$ cat config.mk
export PLATFORM = sky130hd
export DESIGN_NAME = stripes_slice_ctrl
export DESIGN_NICKNAME = d
export VERILOG_FILES = /design/src/rtl/stripes_slice_ctrl.sv
export SDC_FILE = /design/constraint.sdc
export NUM_CORES = 1
export LEC_CHECK = 0
export BUFFER_PORTS_ARGS = -buffer_cell sky130_fd_sc_hd__buf_4
export CAP_MARGIN = 20
export CORE_ASPECT_RATIO = 1.25
export CORE_MARGIN = 2
export CORE_UTILIZATION = 56
export CTS_CLUSTER_SIZE = 28
export DETAILED_ROUTE_END_ITERATION = 6
export GPL_TIMING_DRIVEN = 0
export HOLD_SLACK_MARGIN = 0.15
export PLACE_DENSITY = 0.81
export SYNTH_ARGS = -nofsm -noshare
export SYNTH_HDL_FRONTEND = slang
export SYNTH_SLANG_ARGS = --single-unit
$ cat constraint.sdc
create_clock -name clk -period 2.6 [get_ports clk]
set_clock_uncertainty 0.15 [all_clocks]
set_input_delay 0.26 -clock clk [delete_from_list [all_inputs] [get_ports clk]]
set_output_delay 0.26 -clock clk [all_outputs]
set_load 0.01 [all_outputs]
$ cat src/rtl/stripes_slice_ctrl.sv
// Job sequencer for one Stripes filter slice: brick fetch, P-cycle bit-serial
// drive, pipe drain, then a backpressured walk of the output window mux.
module stripes_slice_ctrl #(
    parameter int Tw    = 16,
    parameter int SEL_W = 4,
    parameter int CNT_W = 8,
    parameter int DRAIN = 2
) (
    input  logic             clk,
    input  logic             reset,
    input  logic             i_start,
    output logic             o_ready,
    input  logic [4:0]       i_precision,
    input  logic [CNT_W-1:0] i_num_bricks,
    input  logic             i_maxpool,
    input  logic             i_abort,
    input  logic             i_in_valid,
    output logic             o_in_pop,
    output logic [Tw-1:0]    o_load,
    output logic             o_first_cycle,
    output logic [4:0]       o_precision,
    output logic             o_maxpool,
    output logic [SEL_W-1:0] o_mux_sel,
    output logic             o_out_valid,
    input  logic             i_out_ready,
    output logic             o_busy,
    output logic             o_done,
    output logic [2:0]       o_state
);

    // Handshakes: a brick moves when o_in_pop=1, which is only raised in a
    // cycle where i_in_valid=1; a window moves when o_out_valid=1 and
    // i_out_ready=1 in the same cycle. Neither side may retract mid-cycle.
    typedef enum logic [2:0] {
        S_IDLE   = 3'd0,
        S_LOAD   = 3'd1,
        S_SERIAL = 3'd2,
        S_DRAIN  = 3'd3,
        S_OUTPUT = 3'd4,
        S_DONE   = 3'd5
    } state_t;

    state_t           state, state_nx;
    logic [4:0]       prec_q;
    logic             mp_q;
    logic [CNT_W-1:0] bricks_q;
    logic [CNT_W-1:0] brick_cnt;
    logic [4:0]       bit_cnt;
    logic [3:0]       drain_cnt;
    logic [SEL_W-1:0] sel_q;

    logic             abort_job;
    logic             last_bit;
    logic             last_brick;
    logic             drain_end;
    logic             last_win;
    logic [4:0]       prec_in;
    logic [CNT_W-1:0] bricks_in;

    assign abort_job  = i_abort && (state != S_IDLE);
    assign last_bit   = (bit_cnt == 5'd0);
    assign last_brick = ((brick_cnt + CNT_W'(1)) == bricks_q);
    assign drain_end  = (drain_cnt == 4'd0);
    assign last_win   = (sel_q == SEL_W'(Tw - 1));

    // Out-of-range precision falls back to full 16-bit serial processing.
    assign prec_in   = ((i_precision == 5'd0) || (i_precision > 5'd16)) ? 5'd16 : i_precision;
    assign bricks_in = (i_num_bricks == '0) ? CNT_W'(1) : i_num_bricks;

    always_ff @(posedge clk or negedge reset) begin
        if (!reset) begin
            state <= S_IDLE;
        end else begin
            state <= state_nx;
        end
    end

    always_comb begin
        state_nx = state;
        unique case (state)
            S_IDLE:   if (i_start) state_nx = S_LOAD;
            S_LOAD:   if (i_in_valid) state_nx = S_SERIAL;
            S_SERIAL: if (last_bit) state_nx = last_brick ? S_DRAIN : S_LOAD;
            S_DRAIN:  if (drain_end) state_nx = S_OUTPUT;
            S_OUTPUT: if (i_out_ready && last_win) state_nx = S_DONE;
            S_DONE:   state_nx = S_IDLE;
            default:  state_nx = S_IDLE;
        endcase
        if (abort_job) state_nx = S_IDLE;
    end

    always_ff @(posedge clk or negedge reset) begin
        if (!reset) begin
            prec_q    <= '0;
            mp_q      <= 1'b0;
            bricks_q  <= '0;
            brick_cnt <= '0;
            bit_cnt   <= '0;
            drain_cnt <= '0;
            sel_q     <= '0;
        end else if (abort_job) begin
            brick_cnt <= '0;
            bit_cnt   <= '0;
            drain_cnt <= '0;
            sel_q     <= '0;
        end else begin
            unique case (state)
                S_IDLE: begin
                    if (i_start) begin
                        prec_q    <= prec_in;
                        mp_q      <= i_maxpool;
                        bricks_q  <= bricks_in;
                        brick_cnt <= '0;
                    end
                end
                S_LOAD: begin
                    if (i_in_valid) bit_cnt <= prec_q - 5'd1;
                end
                S_SERIAL: begin
                    if (last_bit) begin
                        brick_cnt <= brick_cnt + CNT_W'(1);
                        if (last_brick) drain_cnt <= 4'(DRAIN - 1);
                    end else begin
                        bit_cnt <= bit_cnt - 5'd1;
                    end
                end
                S_DRAIN: begin
                    if (drain_end) sel_q <= '0;
                    else drain_cnt <= drain_cnt - 4'd1;
                end
                S_OUTPUT: begin
                    if (i_out_ready && !last_win) sel_q <= sel_q + SEL_W'(1);
                end
                default: begin
                end
            endcase
        end
    end

    // Pop is qualified by i_in_valid in the same cycle so a stalled source
    // simply holds the sequencer in LOAD.
    assign o_in_pop      = (state == S_LOAD) && i_in_valid && !i_abort;
    assign o_load        = {Tw{o_in_pop}};
    assign o_first_cycle = (state == S_SERIAL) && (brick_cnt == '0) && (bit_cnt == prec_q - 5'd1);
    assign o_precision   = prec_q;
    assign o_maxpool     = mp_q;
    assign o_mux_sel     = sel_q;
    assign o_out_valid   = (state == S_OUTPUT);
    assign o_ready       = (state == S_IDLE);
    assign o_busy        = (state != S_IDLE);
    assign o_done        = (state == S_DONE);
    assign o_state       = state;

endmodule

# Yosys cells after proc, flatten, opt, wreduce, memory -nomap -nowiden
# Cells that the tools add are included.
# Widths: inputs -> output; s select.
# word_totals
in_bits	20
register_bits	38
wordCells	86
# classes
n_eq_ne	17
muxes	27
reduce_logical	27
addsub	5
n_bitwise	1
n_lt_le_gt_ge	1
# op_table
cell	n
$mux 8	4
$mux 4	7
$mux 5	4
$mux 3	6
$ne 3x3->1 const B	6
$logic_not 8->1	2
$pmux 4 s2	2
$pmux 8 s2	1
$pmux 3 s5	1
$reduce_bool 3->1	5
$reduce_and 3->1	4
$logic_not 5->1	2
$pmux 5 s2	1
$sub 5x1->5 const B	2
$add 8x1->8 const B	1
$eq 8x8->1	1
$logic_and 1x1->1	7
$eq 3x2->1 const B	2
$eq 3x3->1 const B	2
$ne 3x1->1 const B	2
$eq 5x5->1	1
$gt 5x5->1 const B	1
$reduce_and 5->1	1
$add 4x1->4 const B	1
other kinds (11)	12

# Longest topological paths before layout
# depth
word_depth	6
ltp_mapped	9

# Worst setup path after synthesis
# OpenSTA, ideal clock, no wires.
# synth_path
kind	register to register
start	reg brick_cnt[0]
end	reg drain_cnt[1]
n_path_buf	0
setup_slack_ns	0.570
setup_time_ns	0.121
path_stages_with_launch	9
t_arrival_ns	1.760
path_cell_list	dfrtp_1 inv_1 ha_1 xor2_1 a311oi_1 nand4_1 a31oi_1 nand4_2 a41o_1
# synth_between
elab_chain_cells	4
# synth_lines
element	line_no	rtl
start: declaration	47	logic [CNT_W-1:0] brick_cnt;
start signal: assignment	121	brick_cnt <= brick_cnt + CNT_W'(1);
$add 8x1->8	62	assign last_brick = ((brick_cnt + CNT_W'(1)) == bricks_q);
$eq 8x8->1	62	
$ne 3x3->1 (no source line)	n/a	
$reduce_and 4->1 (no source line)	n/a	
end signal: assignment	122	if (last_brick) drain_cnt <= 4'(DRAIN - 1);
end signal: assignment	129	else drain_cnt <= drain_cnt - 4'd1;
end: declaration	49	logic [3:0] drain_cnt;
# Every way passes these cells.
# A chain may end at the register's enable or synchronous reset.

# Final worst setup path
# layout_path
start	reg brick_cnt[0]
end	out o_first_cycle
# layout_between
elab_chain_cells	3
# layout_lines
element	line_no	rtl
$logic_not 8->1	144	assign o_first_cycle = (state == S_SERIAL) && (brick_cnt == '0) && (bit_cnt == prec_q - 5'd1);
$logic_and 1x1->1 (2 in series)	144	
end: declaration	20	output logic o_first_cycle,
# Every way passes these cells.

==> metrics.md <==
| Metric | Value |
|---|---|
| Status | `complete, no violations` |
| Distinct cells, synth | `61` |
| Hold path startpoint | `i_in_valid` |
| Mean Syn Cell Area | `8.88 sq um` |
| Clk Latency, worst-skew pair | `290 ps` |
| Synth Register Bits | `38` |
| Pre-CTS WS | `250 ps` |
| Core Footprint | `0.00473 sq mm` |
| Remaining Overflow, GRT | `0` |
| Most frequent cells in the layout | `buf_4, dfrtp_1, nand2_1, o21ai_0, nor2_1` |
| Crit-path max FO | `7` |
| Relative slew slack | `64.5%` |
| WL per Instance | `14.0 um` |
| FMAX | `412 MHz` |
| Slew Viols, Final | `0` |
| Final setup fails | `0` |
| Die Area | `0.00548 sq mm` |
| FP Rows | `28` |
| CTS buffer count | `5` |
| Number of flops mapped to enable cells by yosys | `0` |
| Vias | `2499` |
| Global-route wire length before repair | `10300 um` |
| Die extent in x | `66.6 um` |
| Worst min-delay path class | `primary input to flip-flop` |
| Area leader, netlist | `dfrtp_1` |
| WHS Endpoint | `o_state[1]$_DFFE_PN0P_` |
| Ys Warns | `0` |
| Post-route DRC violation count | `0` |
| Boundary Pins | `55` |
| Post-Synthesis Net Count | `338` |
| Ys async rst share | `100%` |
| Power Density | `909 mW/mm^2` |
| Peak supply drop | `0.000532 V` |
| Final Power | `3.15 mW` |
| Post-synthesis cell count | `309` |
| Final instance area | `0.00346 sq mm` |
| CTS Buffer Depth | `2` |
| Post-synthesis sequential area ratio | `34.7%` |
| DPL Wire Length | `4470 um` |
| Final Hold Viols | `0` |
| Most common cell after layout, fill and taps aside | `buf_4` |
| Leak | `1.61 nW` |
| Unrepaired setup endpoints after global routing | `no` |
| Dominant cells by area after synthesis | `dfrtp_1, buf_4, o21ai_0` |
| R2r endpoint | `drain_cnt[1]$_DFFE_PN0P_` |
| GRT Total Usage | `24.5%` |
| DIE HEIGHT | `82.2 um` |
| Root Driver | `clkbuf_8` |
| Post-layout min period | `2430 ps` |
| Routed Wire Length | `6220 um` |
| Nets | `414` |
| Layout area overhead | `26.2%` |
| PortBufs | `53` |
| Worst hold stages | `3` |
| Reg2Reg Setup Slack | `260 ps` |
| Final WS setup | `174 ps` |
| R2r worst-path depth | `8` |
| Initial Utilization | `58.0%` |
| Routed Antenna Nets | `0` |
| H-tree depth | `2` |
| Fraction of layout cells with a size suffix above 1 | `30.2%` |
| Measured slew at the worst slew-check pin | `525 ps` |
| Clock transition at path regs | `70 ps` |
| CTS tree | `yes` |
| ANT cells | `0` |
| Ys flop type | `dfrtp_1` |
| MaxCap Viol Count | `0` |
| Setup TNS | `0 ps` |
| Worst Path Arrival | `2020 ps` |
| Vias in the first global route | `2339` |
| Largest net degree at the start of global routing | `39` |
| Worst path required time | `2190 ps` |
| FF-to-FF Start | `brick_cnt[0]$_DFFE_PN0P_` |
| Clock sinks | `38` |
| Yosys top cell area share | `34.7%` |
| Routed vias/inst | `5.63` |
| First-pass iteration count of the detailed router | `4` |
| Placer's final routability congestion estimate | `0.852` |
| Post-CTS repair timing setup buffer count | `0` |
| Synth Cell Area | `0.00274 sq mm` |
| Crit. End Element | `primary output` |
| Period utilization | `93.3%` |
| CP Class | `flip-flop to primary output` |
| CP Launch Type | `flip-flop` |
| Initial DRC Count | `111` |
| Initial antenna violation count | `0` |
| Placement Cell Area | `0.00322 sq mm` |
routing by layer:
metal | routed length (um) | vias to the layer above | global-route usage (%)
li1 | - | 1237 | -
met1 | 2570 | 1162 | 27.5
met2 | 3180 | 83 | 45.9
met3 | 358 | 17 | 4.74
met4 | 121 | 0 | 8.37
met5 | 0 | - | 0
critical path: stages (launching register included):
cell and delay [ps]:
dfrtp_1 460, inv_1 90, ha_1 150, nand3_1 80, nor4_1 350, nand4_1 160
nor4_1 280, buf_4 160
synthesized netlist by cell type (6+ instances only):
master    n
dfrtp_1  38
nand2_1  28
o21ai_0  24
buf_4    23
nor2_1   22
inv_1    17
a21oi_1  10
ha_1      9
xor2_1    9
mux2_2    8
nand3_1   8
xnor2_1   7
nand4_1   6
o31ai_1   6
how the worst max path moves through the flow:
stage,start,end,cells after the start
3_5_place_dp,brick_cnt[0]$_DFFE_PN0P_,drain_cnt[1]$_DFFE_PN0P_,8
5_1_grt,o_state[0]$_DFFE_PN0P_,o_first_cycle,6
6_report,brick_cnt[0]$_DFFE_PN0P_,o_first_cycle,7
3_3_place_gp,brick_cnt[0]$_DFFE_PN0P_,drain_cnt[1]$_DFFE_PN0P_,8
2_1_floorplan,brick_cnt[0]$_DFFE_PN0P_,drain_cnt[1]$_DFFE_PN0P_,8
4_1_cts,i_abort,o_load[0],7
through the flow:
stage / hold WS, ps / util, % / instances
2_1_floorplan: -186 / - / 309
3_3_place_gp: 105 / 68.0 / 422
3_5_place_dp: 110 / 68.0 / 422
4_1_cts: 173 / 73.1 / 444
5_1_grt: 246 / 73.2 / 444
6_report: 226 / 73.2 / 444
flip-flops by register name, summed over array words and instances, names as in the netlist:
signal and count:
bricks_q 8, o_maxpool 1, brick_cnt 8, o_state 3
o_precision 5, bit_cnt 5, drain_cnt 4, o_mux_sel 4
power breakdown:
group          internal, mW  total, mW  leakage, nW  switching [mW]
clock                 0.204      0.404       0.0431           0.200
combinational         0.864       1.78         1.07           0.917
sequential            0.769      0.963        0.496           0.194
cell type report:
type                    instances  area, sq um
flip-flops and latches         38          951
fillers                       380         1270
multi-input cells             222         1490
well taps                      60         75.1
repair buffers                 69          558
inverters                      18         71.3
plain buffers                  31          230
clock buffers                   6         82.6
cells by family (layout without fill, tap and decap cells):
group | count (synthesis) | count (layout) | synth area share (%)
flops | 38 | 38 | 34.7
buf+inv | 49 | 124 | 10.9
simple gates | 114 | 114 | 23.0
fa+ha+maj | 9 | 9 | 4.11
compound gates | 73 | 73 | 18.2
xor+xnor | 16 | 16 | 5.11
mux | 10 | 10 | 4.01
what timing repair did:
item | in CTS | in global routing
endpoints found under the hold margin | 53 | 0
gates resized for setup | 0 | 1
hold buffers | 16 | 0
setup endpoints to repair | 0 | 13
(Power assumes the default switching activity.)
